### src/rtl/mmio_bus_ctrl.sv
// mmio_bus_ctrl: core data-bus controller decoding ROM, RAM, GPIO/UART registers with faults and stalls
// Ports: bus_* core side (addr/wrdata/wren/rden in; rddata/ready/fault out),
//        rom_*/ram_* word-indexed memory side, gpio_out/gpio_in,
//        uart_tx_data/uart_tx_send/uart_busy transmit side, uart_rx_data/uart_rx_flag/uart_rx_clear receive side.
module mmio_bus_ctrl #(
  parameter logic [31:0] ROM_BASE   = 32'h0040_0000,
  parameter int          ROM_WORDS  = 1024,
  parameter logic [31:0] RAM_BASE   = 32'h1001_0000,
  parameter int          RAM_WORDS  = 1024,
  parameter logic [31:0] MMIO_BASE  = 32'h1001_8000,
  parameter int          MEM_RD_LAT = 0,
  parameter int          GPIO_W     = 8,
  parameter int          TXQ_DEPTH  = 4
) (
  input  logic              clk,
  input  logic              rst,
  input  logic [31:0]       bus_addr,
  input  logic [31:0]       bus_wrdata,
  input  logic              bus_wren,
  input  logic              bus_rden,
  output logic [31:0]       bus_rddata,
  output logic              bus_ready,
  output logic              bus_fault,
  output logic [31:0]       rom_addr,
  input  logic [31:0]       rom_rddata,
  output logic [31:0]       ram_addr,
  output logic [31:0]       ram_wrdata,
  output logic              ram_wren,
  input  logic [31:0]       ram_rddata,
  output logic [GPIO_W-1:0] gpio_out,
  input  logic [GPIO_W-1:0] gpio_in,
  output logic [7:0]        uart_tx_data,
  output logic              uart_tx_send,
  input  logic              uart_busy,
  input  logic [7:0]        uart_rx_data,
  input  logic              uart_rx_flag,
  output logic              uart_rx_clear
);
  localparam int AW = $clog2(TXQ_DEPTH);
  localparam logic [31:0] ROM_N = ROM_WORDS;
  localparam logic [31:0] RAM_N = RAM_WORDS;
  typedef enum logic {IDLE, WAIT} acc_t;
  typedef enum logic [1:0] {T_IDLE, T_SEND, T_BUSY} tx_t;
  acc_t acc_q, acc_d;
  tx_t tx_q, tx_d;
  logic [31:0] mmio_off, mmio_rd, fault_addr;
  logic [2:0] sel;
  logic rom_hit, ram_hit, mmio_hit, idle, bad, ok_wr, ok_rd, mem_rd, wait_go;
  logic push_req, push, pop, stall, full, empty, rx_ev, rx_read;
  logic rx_valid, overrun, fault_q, seen_busy;
  logic [7:0] rx_data;
  logic [GPIO_W-1:0] gpio_q;
  logic [7:0] txq [TXQ_DEPTH];
  logic [AW:0] wp, rp;
  assign rom_addr = (bus_addr - ROM_BASE) >> 2;
  assign ram_addr = (bus_addr - RAM_BASE) >> 2;
  assign mmio_off = bus_addr - MMIO_BASE;
  assign rom_hit = rom_addr < ROM_N;
  assign ram_hit = ram_addr < RAM_N;
  assign mmio_hit = mmio_off < 32'h18;
  assign sel = mmio_off[4:2];
  assign idle = acc_q == IDLE;
  // Fault classification is meaningless in WAIT: the held access already passed decode.
  assign bad = ~(rom_hit | ram_hit | mmio_hit) | (bus_addr[1:0] != 2'b00) | (bus_wren & rom_hit)
             | (bus_wren & mmio_hit & (sel == 3'd1 | sel == 3'd3 | sel == 3'd4))
             | (bus_rden & mmio_hit & sel == 3'd2);
  assign bus_fault = idle & (bus_wren | bus_rden) & bad;
  assign ok_wr = idle & bus_wren & ~bad;
  assign ok_rd = idle & bus_rden & ~bad;
  assign mem_rd = ok_rd & (rom_hit | ram_hit);
  assign wait_go = (MEM_RD_LAT == 1) && mem_rd;
  assign empty = wp == rp;
  assign full = (wp[AW] != rp[AW]) && (wp[AW-1:0] == rp[AW-1:0]);
  assign pop = tx_q == T_SEND;
  assign push_req = ok_wr & mmio_hit & sel == 3'd2;
  // A pop in the same cycle frees the slot, so a full queue only stalls without one.
  assign push = push_req & (~full | pop);
  assign stall = push_req & full & ~pop;
  assign bus_ready = ~(stall | wait_go);
  assign ram_wren = ok_wr & ram_hit;
  assign ram_wrdata = bus_wrdata;
  assign rx_read = ok_rd & mmio_hit & sel == 3'd3;
  // The flag stays high until the UART sees our clear pulse; ignore it during that cycle.
  assign rx_ev = uart_rx_flag & ~uart_rx_clear;
  assign uart_tx_send = pop;
  assign uart_tx_data = pop ? txq[rp[AW-1:0]] : 8'h00;
  assign gpio_out = gpio_q;
  always_comb begin
    mmio_rd = sel == 3'd0 ? 32'(gpio_q)
            : sel == 3'd1 ? 32'(gpio_in)
            : sel == 3'd3 ? {24'b0, rx_data}
            : sel == 3'd4 ? {26'b0, overrun, fault_q, uart_busy, rx_valid, empty, full}
            : sel == 3'd5 ? fault_addr : 32'h0;
    bus_rddata = !idle ? (rom_hit ? rom_rddata : ram_rddata)
               : (!ok_rd || wait_go) ? 32'h0
               : rom_hit ? rom_rddata : ram_hit ? ram_rddata : mmio_rd;
  end
  always_comb begin
    acc_d = IDLE;
    if (wait_go) acc_d = WAIT;
  end
  always_comb begin
    tx_d = tx_q;
    case (tx_q)
      T_IDLE: if (!empty && !uart_busy) tx_d = T_SEND;
      T_SEND: tx_d = T_BUSY;
      T_BUSY: if (seen_busy && !uart_busy) tx_d = T_IDLE;
      default: tx_d = T_IDLE;
    endcase
  end
  always_ff @(posedge clk) if (push) txq[wp[AW-1:0]] <= bus_wrdata[7:0];
  always_ff @(posedge clk) begin
    if (rst) begin
      acc_q <= IDLE;
      tx_q <= T_IDLE;
      wp <= '0;
      rp <= '0;
      seen_busy <= 1'b0;
      gpio_q <= '0;
      rx_data <= 8'h00;
      rx_valid <= 1'b0;
      overrun <= 1'b0;
      uart_rx_clear <= 1'b0;
      fault_q <= 1'b0;
      fault_addr <= 32'h0;
    end else begin
      acc_q <= acc_d;
      tx_q <= tx_d;
      if (push) wp <= wp + (AW+1)'(1);
      if (pop) rp <= rp + (AW+1)'(1);
      if (pop) seen_busy <= 1'b0;
      else if (tx_q == T_BUSY && uart_busy) seen_busy <= 1'b1;
      if (ok_wr && mmio_hit && sel == 3'd0) gpio_q <= bus_wrdata[GPIO_W-1:0];
      uart_rx_clear <= rx_ev;
      if (rx_ev && (!rx_valid || rx_read)) begin
        rx_data <= uart_rx_data;
        rx_valid <= 1'b1;
        overrun <= 1'b0;
      end else if (rx_ev) begin
        overrun <= 1'b1;
      end else if (rx_read) begin
        rx_valid <= 1'b0;
        overrun <= 1'b0;
      end
      if (bus_fault) begin
        fault_q <= 1'b1;
        if (!fault_q) fault_addr <= bus_addr;
      end else if (ok_wr && mmio_hit && sel == 3'd5) begin
        fault_q <= 1'b0;
        fault_addr <= 32'h0;
      end
    end
  end
endmodule

### config.mk
export PLATFORM = sky130hd
export DESIGN_NAME = mmio_bus_ctrl
export DESIGN_NICKNAME = d
export VERILOG_FILES = /design/src/rtl/mmio_bus_ctrl.sv
export SDC_FILE = /design/constraint.sdc
export NUM_CORES = 1
export LEC_CHECK = 0
export CORE_MARGIN = 1
export CORE_UTILIZATION = 35
export DETAILED_ROUTE_END_ITERATION = 10
export PLACE_DENSITY_LB_ADDON = 0.3
export SLEW_MARGIN = 20
export SYNTH_ARGS = -nofsm -noshare
export SYNTH_HDL_FRONTEND = slang
export SYNTH_SLANG_ARGS = --single-unit
### constraint.sdc
create_clock -name clk -period 5.7 [get_ports clk]
set_input_delay 1.14 -clock clk [delete_from_list [all_inputs] [get_ports clk]]
set_output_delay 1.14 -clock clk [all_outputs]
set_load 0.05 [all_outputs]
==> key figures, run 1 <==
Die
  – Top Ports: 299
  – Initial Util: 36.26%
  – DIE AREA: 0.02021 mm²
  – # rows: 50
  – Core area: 0.01896 mm²
  – Die width: 142.1 µm
  – Die Y: 142.1 µm

Route
  – Post-DR wirelength/cell: 17.97 µm
  – Drt via density: 5.026
  – Via Count: 6398
  – DRT antenna net count: 0
  – Routed WL: 22870 µm
  – DR iter-0 viols: 338
  – DR DRC count: 0
  – Pre-antenna DRT Iters: 5

CTS
  – CTS Root Buffer Type: clkbuf_16
  – CTS Buffer Depth: 2
  – Worst skew pair latency: 0.35 ns
  – CTS tree: done
  – Count of hold-fix buffers inserted at cts: 0
  – Clock transition at path regs: 0.07 ns
  – Num CTS Buffers: 9
  – H-Tree Depth: 3
  – Sink Count: 95

Timing
  – Period utilisation layout: 98.19%
  – Final hold violation count: 0
  – Achievable Freq: 0.1787 GHz
  – WHS: 0.4540 ns
  – Unrepaired setup endpoints after global routing: false
  – Rel. slew slack: 47.05%
  – Slew Limit Fails: 0
  – Clock skew: 0.01329 ns
  – Worst Tran Pin Value: 0.7883 ns
  – # setup viols final: 0
  – Tmin final: 5.597 ns

Layout
  – Most common cell after layout, fill and taps aside: clkdlybuf4s50_1
  – Register Area: 0.002222 mm²
  – # fillers: 1664
  – Most frequent cells in the layout: clkdlybuf4s50_1, buf_4, nor2_1, mux2i_1, dfxtp_1
  – Layout cells sized above 1: 22.67%
  – Finished Layout Cells: 1273
  – Final Instance Area: 0.01077 mm²
  – Nets: 1168
  – Layout area overhead: 56.64%
  – Final core occ: 56.81%
  – Area of the multi-input gates: 0.004168 mm²

Pwr
  – P_leak: 4.119 nW
  – Power Density: 174.8 mW/mm²
  – Worst vdd ir: 0.1036 mV

Run status
  – Status: finished, final reports clean

GRT
  – Vias in the first global route: 6405
  – Total grt overflow: 0
  – Total GRT Usage: 22.68%
  – Initial antenna violation count: 3
  – First-pass GRT wire length: 35300 µm
  – Largest net degree at the start of global routing: 41

Logic synthesis
  – Syn avg cell area: 8.870 µm²
  – Post-synth EDFFs: 32
  – FFs w/ async S/R, synth: 0%
  – Cell count after synthesis: 775
  – #FFs+latches synth: 95
  – Distinct cells, synth: 63
  – Seq/Total Area, Yosys: 32.33%
  – YS warnings: 0
  – Mapped Area: 0.006874 mm²
  – Most used DFF post-synth: dfxtp_1

Placed design
  – DP Area: 0.01021 mm²
  – Buffers on Ports: 246
  – DP HPWL: 17660 µm
  – GPL Wtd Cong: 0.9279
  – Dpl cells: 1242

Setup path
  – Worst EP arrival: 4.46 ns
  – Critical path endpoint category: output pin
  – Critical path fanouts, max: 8
  – Worst path required time: 4.56 ns
  – Reg-to-Reg Start: tx_q[1]$_SDFFE_PP0P_
  – Crit Path Class: primary input to output pin
  – CP startpoint kind: primary input
  – CP startpoint: bus_addr[31]

Run
  – Maxcap violations: 0

Hold path
  – Worst Hold Class: flop to flop
  – Worst hold start: fault_addr[15]$_SDFFE_PP0P_
cells in the mapped netlist (all sizes together), types with 21 or more instances:
master  count  area (µm²)
buf        86       636.8
dfxtp      63        1261
nor2       83       311.6
xnor2      21       183.9
edfxtp     32       960.9
clkbuf     40       150.1
a211oi     28       330.3
inv        22       82.58
mux2i      69       690.7
a21oi      42       210.2
nand2      59       224.0
nand2b     36       225.2
and3       29       181.4
worst max-delay path, stage by stage:
cell             delay (ns)
clkdlybuf4s50_1        0.48
nor2_1                 0.18
nand4_1                0.12
or4_4                  0.53
or4b_4                 0.50
or3b_4                 0.43
a311oi_4               0.27
nand2_4                0.18
buf_12                 0.19
a211oi_4               0.24
buf_12                 0.17
area by class of cell:
class | count | share of cell area [%]
sequential | 95 | 20.64
antenna | 3 | 0.06972
inverter | 22 | 0.8018
tap | 260 | 3.021
clock buffer | 9 | 2.092
timing repair buffer | 342 | 33.78
multi-input combinational | 535 | 38.71
clock inverter | 7 | 0.8947
stage by stage:
stage / setup WS (ns) / total power, W / setup TNS, ns
6_report: 0.1030 / 0.001882 / 0
5_1_grt: 0.02121 / 0.001951 / 0
4_1_cts: 0.01262 / 0.001886 / 0
3_5_place_dp: -0.2244 / 0.001233 / -5.507
3_3_place_gp: -0.1955 / 0.001231 / -5.007
2_1_floorplan: -0.04399 / 0.001075 / -0.1276
power breakdown:
part | switching (W) | internal [W]
sequential | 0.0000108 | 0.000720
combinational | 0.000281 | 0.000218
clock | 0.000295 | 0.000356
total | 0.000588 | 0.00129
repair_timing:
item                                    in CTS  in global routing
cloned                                       2                  0
pin swaps                                   12                  7
gates resized for setup                     39                 10
buffers inserted                             9                  1
endpoints found under the setup margin      32                 30
final timing paths:
path                                       to  slack, ns  cells past startpoint
setup / recovery                bus_rddata[1]       0.10                     11
hold / removal    fault_addr[15]$_SDFFE_PP0P_       0.45                      2
setup reg to reg          txq[0][2]$_DFFE_PP_       3.45                      5
hold reg to reg   fault_addr[15]$_SDFFE_PP0P_       0.45                      2
state kept, by name, indices dropped and copies added (netlist names), 2 cells and up, named ones only:
name	cells
fault_addr	32
tx_q	2
wp	3
rx_data	8
rp	3
gpio_out	8
txq	32
routing by layer:
metal / part of all wire [%] / GRT usage, % / wire length [µm] / up-vias
li1: - / - / - / 3098
met1: 44 / 29.56 / 10070 / 3045
met4: 2.4 / 8.376 / 557 / 0
met5: 0 / 0 / 0 / -
met2: 48 / 37.95 / 11020 / 221
met3: 5.4 / 3.264 / 1225 / 34
cells by family after synthesis:
kind of cell	share of synthesized area, %
flops	32.33
buf+inv	12.65
simple gates	22.68
fa+ha+maj	2.366
other cells	0.05455
compound gates	12.32
xor+xnor	3.950
mux	13.65
Power figures use the tool's default switching activity.
==> run 2, diff against run 1 <==
- CORE_UTILIZATION: 35 -> 43
- MAX_ROUTING_LAYER: default -> met4
- TNS_END_PERCENT: default -> 10
==> key figures, run 2 (synthesized netlist as in run 1, its figures left out) <==
Route
  – Post-DR wirelength/cell: 18.75 µm (+4.3%)
  – DR DRC count: 0 (unchanged)
  – Pre-antenna DRT Iters: 5 (unchanged)
  – DRT antenna net count: 0 (unchanged)
  – DR iter-0 viols: 490 (+45%)
  – Routed WL: 22690 µm (-0.82%)
  – Via Count: 6497 (+1.5%)
  – Drt via density: 5.369 (+6.8%)

Timing
  – Worst Tran Pin Value: 0.8317 ns (+0.04338 ns)
  – Clock skew: 0.009502 ns (-0.003787 ns)
  – Period utilisation layout: 98.20% (about the same)
  – Achievable Freq: 0.1787 GHz (about the same)
  – # setup viols final: 0 (unchanged)
  – Rel. slew slack: 44.14% (-2.9 points)
  – Final hold violation count: 0 (unchanged)
  – Slew Limit Fails: 0 (unchanged)
  – Unrepaired setup endpoints after global routing: false
  – Tmin final: 5.597 ns (+0.0003640 ns)

Setup path
  – CP startpoint kind: primary input
  – Reg-to-Reg Start: tx_q[1]$_SDFFE_PP0P_
  – Crit Path Class: primary input to output pin
  – Critical path endpoint category: output pin
  – CP startpoint: bus_addr[3]
  – Worst EP arrival: 4.46 ns (about the same)
  – Critical path fanouts, max: 5 (-3)
  – Worst path required time: 4.56 ns (about the same)

CTS
  – CTS Root Buffer Type: clkbuf_16
  – Num CTS Buffers: 9 (unchanged)
  – Count of hold-fix buffers inserted at cts: 0 (unchanged)
  – CTS Buffer Depth: 2 (unchanged)
  – Clock transition at path regs: 0.07 ns (about the same)
  – CTS tree: done
  – Sink Count: 95 (unchanged)
  – H-Tree Depth: 3 (unchanged)
  – Worst skew pair latency: 0.34 ns (about the same)

Run status
  – Status: finished, final reports clean

GRT
  – Total GRT Usage: 28.04% (+5.4 points)
  – Total grt overflow: 0 (unchanged)
  – Largest net degree at the start of global routing: 64 (+56%)
  – Vias in the first global route: 6425 (+0.31%)
  – Initial antenna violation count: 0 (-3)
  – First-pass GRT wire length: 34800 µm (-1.4%)

Layout
  – Most frequent cells in the layout: clkdlybuf4s50_1, nor2_1, buf_4, mux2i_1, dfxtp_1
  – Area of the multi-input gates: 0.004165 mm² (about the same)
  – Register Area: 0.002222 mm² (unchanged)
  – Final Instance Area: 0.01057 mm² (-1.8%)
  – Layout area overhead: 53.77%
  – Layout cells sized above 1: 21.97% (-0.71 points)
  – Nets: 1155 (-1.1%)
  – # fillers: 1218 (-27%)
  – Most common cell after layout, fill and taps aside: clkdlybuf4s50_1

Placed design
  – DP Area: 0.01003 mm² (-1.7%)
  – DP HPWL: 16890 µm (-4.4%)
  – GPL Wtd Cong: 0.9550 (+2.9%)
  – Buffers on Ports: 246 (unchanged)

Pwr
  – Total power: 0.001851 W (-1.6%)
  – Power Density: 175.2 mW/mm² (+0.21%)
  – Worst vdd ir: 0.1330 mV (+28%)
  – P_leak: 4.044 nW (-1.8%)

Hold path
  – Worst Hold Class: flop to flop
  – Worst hold start: fault_addr[28]$_SDFFE_PP0P_

Die
  – DIE AREA: 0.01650 mm² (-18%)
  – Top Ports: 299 (unchanged)
  – Die Y: 128.4 µm (-9.6%)
  – Core area: 0.01543 mm² (-19%)
  – Initial Util: 44.56% (+8.3 points)
  – Die width: 128.4 µm (-9.6%)
  – # rows: 45 (-10%)

Run
  – Maxcap violations: 0 (unchanged)
## run 2: cell count changes in the layout (fill, tap and decap cells not counted), moves of 3 or more
cell and delta:
buf_4 -12, clkdlybuf4s50_1 -5, dlygate4sd2_1 +5, buf_12 -3
## run 2: layer usage
metal | GRT usage, % | vias up | share of wire (%)
li1 | - | 3059 | -
met1 | 35.32 | 3081 | 41
met2 | 45.47 | 313 | 49
met3 | 4.158 | 44 | 7.7
met4 | 10.52 | 0 | 2.2
met5 | - | - | 0
## run 2: layout make-up
class	instances	share of cell area, %
clock buffer	9	2.131
timing repair buffer	329	33.25
multi-input combinational	535	39.41
tap	211	2.498
sequential	95	21.02
antenna	2	0.04735
clock inverter	7	0.8286
inverter	22	0.8168
## run 2: critical path, cell delays in order
cell,delay (ns)
clkdlybuf4s50_1,0.44
nand2_2,0.11
nand4_1,0.12
or4_4,0.54
or4b_4,0.56
or3b_4,0.41
a311oi_4,0.27
nand2_4,0.15
buf_12,0.16
buf_16,0.14
a211oi_4,0.25
buf_12,0.17
## run 2: per-stage QoR
| stage | setup slack (ns) | instances | util, % | TNS (ns) | hold WS [ns] |
|---|---|---|---|---|---|
| 2_1_floorplan | -0.04399 | 778 | - | -0.1276 | 0.4303 |
| 3_3_place_gp | -0.1342 | 1182 | 65.01 | -3.284 | 0.4386 |
| 3_5_place_dp | -0.2419 | 1182 | 65.01 | -6.153 | 0.4419 |
| 4_1_cts | 0.001056 | 1208 | 68.29 | 0 | 0.4554 |
| 5_1_grt | 0.007591 | 1208 | 68.48 | 0 | 0.4740 |
| 6_report | 0.1027 | 1210 | 68.52 | 0 | 0.4541 |
## run 2: power breakdown
group	switching, W	internal [W]	leakage [nW]
Clock	0.000278	0.000350	0.153
Combinational	0.000281	0.000211	3.09
Sequential	0.0000110	0.000720	0.803
Total	0.000570	0.00128	4.04
## run 2: what timing repair did
action | in CTS | in global routing
pin swaps | 19 | 11
buffers inserted | 8 | 1
endpoints found under the setup margin | 32 | 27
cloned | 2 | 0
resized for setup | 57 | 4
## run 2: final timing paths
check | endpoint | slack (ns) | cells after the start
worst max register to register | txq[1][6]$_DFFE_PP_ | 3.44 | 5
worst max-delay path | bus_rddata[18] | 0.10 | 12
worst min-delay path | fault_addr[28]$_SDFFE_PP0P_ | 0.45 | 2
worst min register to register | fault_addr[28]$_SDFFE_PP0P_ | 0.45 | 2
==> variant: new RTL, config.mk and constraints of run 2 <==
Put a register stage on the output `bus_fault`. The value now appears one clock later. The other outputs are not delayed to match.
--- a/src/rtl/mmio_bus_ctrl.sv
+++ b/src/rtl/mmio_bus_ctrl.sv
@@ -43,2 +43,4 @@
   typedef enum logic [1:0] {T_IDLE, T_SEND, T_BUSY} tx_t;
+
+  logic bus_fault_d;
   acc_t acc_q, acc_d;
@@ -66,3 +68,3 @@
              | (bus_rden & mmio_hit & sel == 3'd2);
-  assign bus_fault = idle & (bus_wren | bus_rden) & bad;
+  assign bus_fault_d = idle & (bus_wren | bus_rden) & bad;
   assign ok_wr = idle & bus_wren & ~bad;
@@ -144,3 +146,3 @@
       end
-      if (bus_fault) begin
+      if (bus_fault_d) begin
         fault_q <= 1'b1;
@@ -153,2 +155,6 @@
   end
+  always_ff @(posedge clk) begin
+    bus_fault <= bus_fault_d;
+  end
+
 endmodule
Check against the original RTL: not equivalent (Yosys sat finds a counterexample within 4 cycles, from zero or initial values and one cycle with rst high).
==> variant against run 2 <==
  * Sequential cell count increased by 1
  * Worst setup slack gained 0.046 ns
  * Final area is 0.34% higher
  * Power is 1.7% lower
  * Sequential power grew 1%
  * Largest cell class unchanged
  * Wire length shrank 1.5%
  * Clock skew up 0.0012 ns
  * Sequential share of layout area grew 0.12 points
  * Critical path type unchanged
  * Critical path depth unchanged
  * Area after synthesis grew 0.29%
  * Utilization rose by 0.24 points
  * Cell count down 0.33%
  * Global-route usage is 0.48 points lower
==> variant: results (changes against run 2) <==
WHS Endpoint fault_addr[14]$_SDFFE_PP0P_; Mapped Cells 776 (+0.13%); met2 Usage GRT 0.4442 (-0.01049); DR WL/cell 18.54 um (-1.1%); crit path from bus_addr[19]; skew final 0.01068 ns (+0.001175 ns); wl on met1 9711 um (+4.9%); CP max stage cell or4_4; ratio of cells with drive above 1 in the final layout 0.2161 (-0.003579); vias in the first global route 6,282 (-2.2%); WHS Path Cells 2 (unchanged); dpl cell area 9955 um^2 (-0.75%); Worst R2R Setup Slack 3.39 ns (-0.05 ns); hold_ws 0.4512 ns (-0.002831 ns); worst-path maximum fanout 9 (+4); Setup Slack @ Placement -0.2104 ns (+0.03156 ns); worst setup path end bus_rddata[23]; sequential element share of the synthesized area 0.3252 (+0.001965); first-pass GRT wire length 34,180 um (-1.8%); Peak VDD IR 0.0001361 V (+2.3%); Slew @ Worst Pin 0.8254 ns (-0.006291 ns); R2R Path End txq[1][7]$_DFFE_PP_; leakage 0.004048 uW (about the same); Met3 Wirelength 1209 um (-31%); status complete, no violations; GR met3 Demand/Resource 0.02786 (-0.01372); Met2 Wirelength 10,910 um (-2.4%); GRT met1 Usage 0.3621 (+0.008940); placed cell count 1,170 (-1.0%); Largest stage delay, worst path 0.54 ns (-0.02 ns); DR vias/cell 5.308 (-1.1%); initial DRC count 560 (+14%); GP Congestion 0.9614 (+0.67%); top cells by area, synth dfxtp_1 19%, edfxtp_1 14%, mux2i_1 10%; Finished Layout Cells 1,206 (-0.33%); CP Data Arrival Time 4.41 ns (-0.05 ns); post-CTS sizing 63 (+11%); sw frac 0.3157 (+0.007693); most frequent cells after synthesis 83 x nor2_1, 72 x buf_4, 69 x mux2i_1, 64 x dfxtp_1, 58 x nand2_1; GRT Resource Usage Total 0.2757 (-0.004770)
variant: kinds of logic after synthesis:
family / count (synthesis) / synth area share
mux: 83 / 0.1361
flops: 96 / 0.3252
fa+ha+maj: 13 / 0.02359
xor+xnor: 31 / 0.03938
compound gates: 111 / 0.1229
simple gates: 293 / 0.2261
other cells: 1 / 0.0005439
buf+inv: 148 / 0.1261
variant: power groups by stage:
stage	combinational, uW	clock (uW)	sequential [uW]
2_1_floorplan	329	0	754
3_3_place_gp	474	0	753
3_5_place_dp	477	0	755
4_1_cts	488	590	739
5_1_grt	521	621	741
6_report	496	584	739
variant: area by class of cell:
type                    instances  area (um^2)  share of cell area
flip-flops and latches         96         2242              0.2114
repair buffers                326         3516              0.3315
multi-input cells             535         4213              0.3972
clock inverters                 7        60.06            0.005662
inverters                      22        86.33            0.008140
clock buffers                   9        225.2             0.02123
well taps                     211        264.0             0.02489
variant: tightest hold or removal path, stage by stage, from the launching register on:
cell and delay (ns):
dfxtp_1 0.31, nand2_1 0.05, mux2i_1 0.05
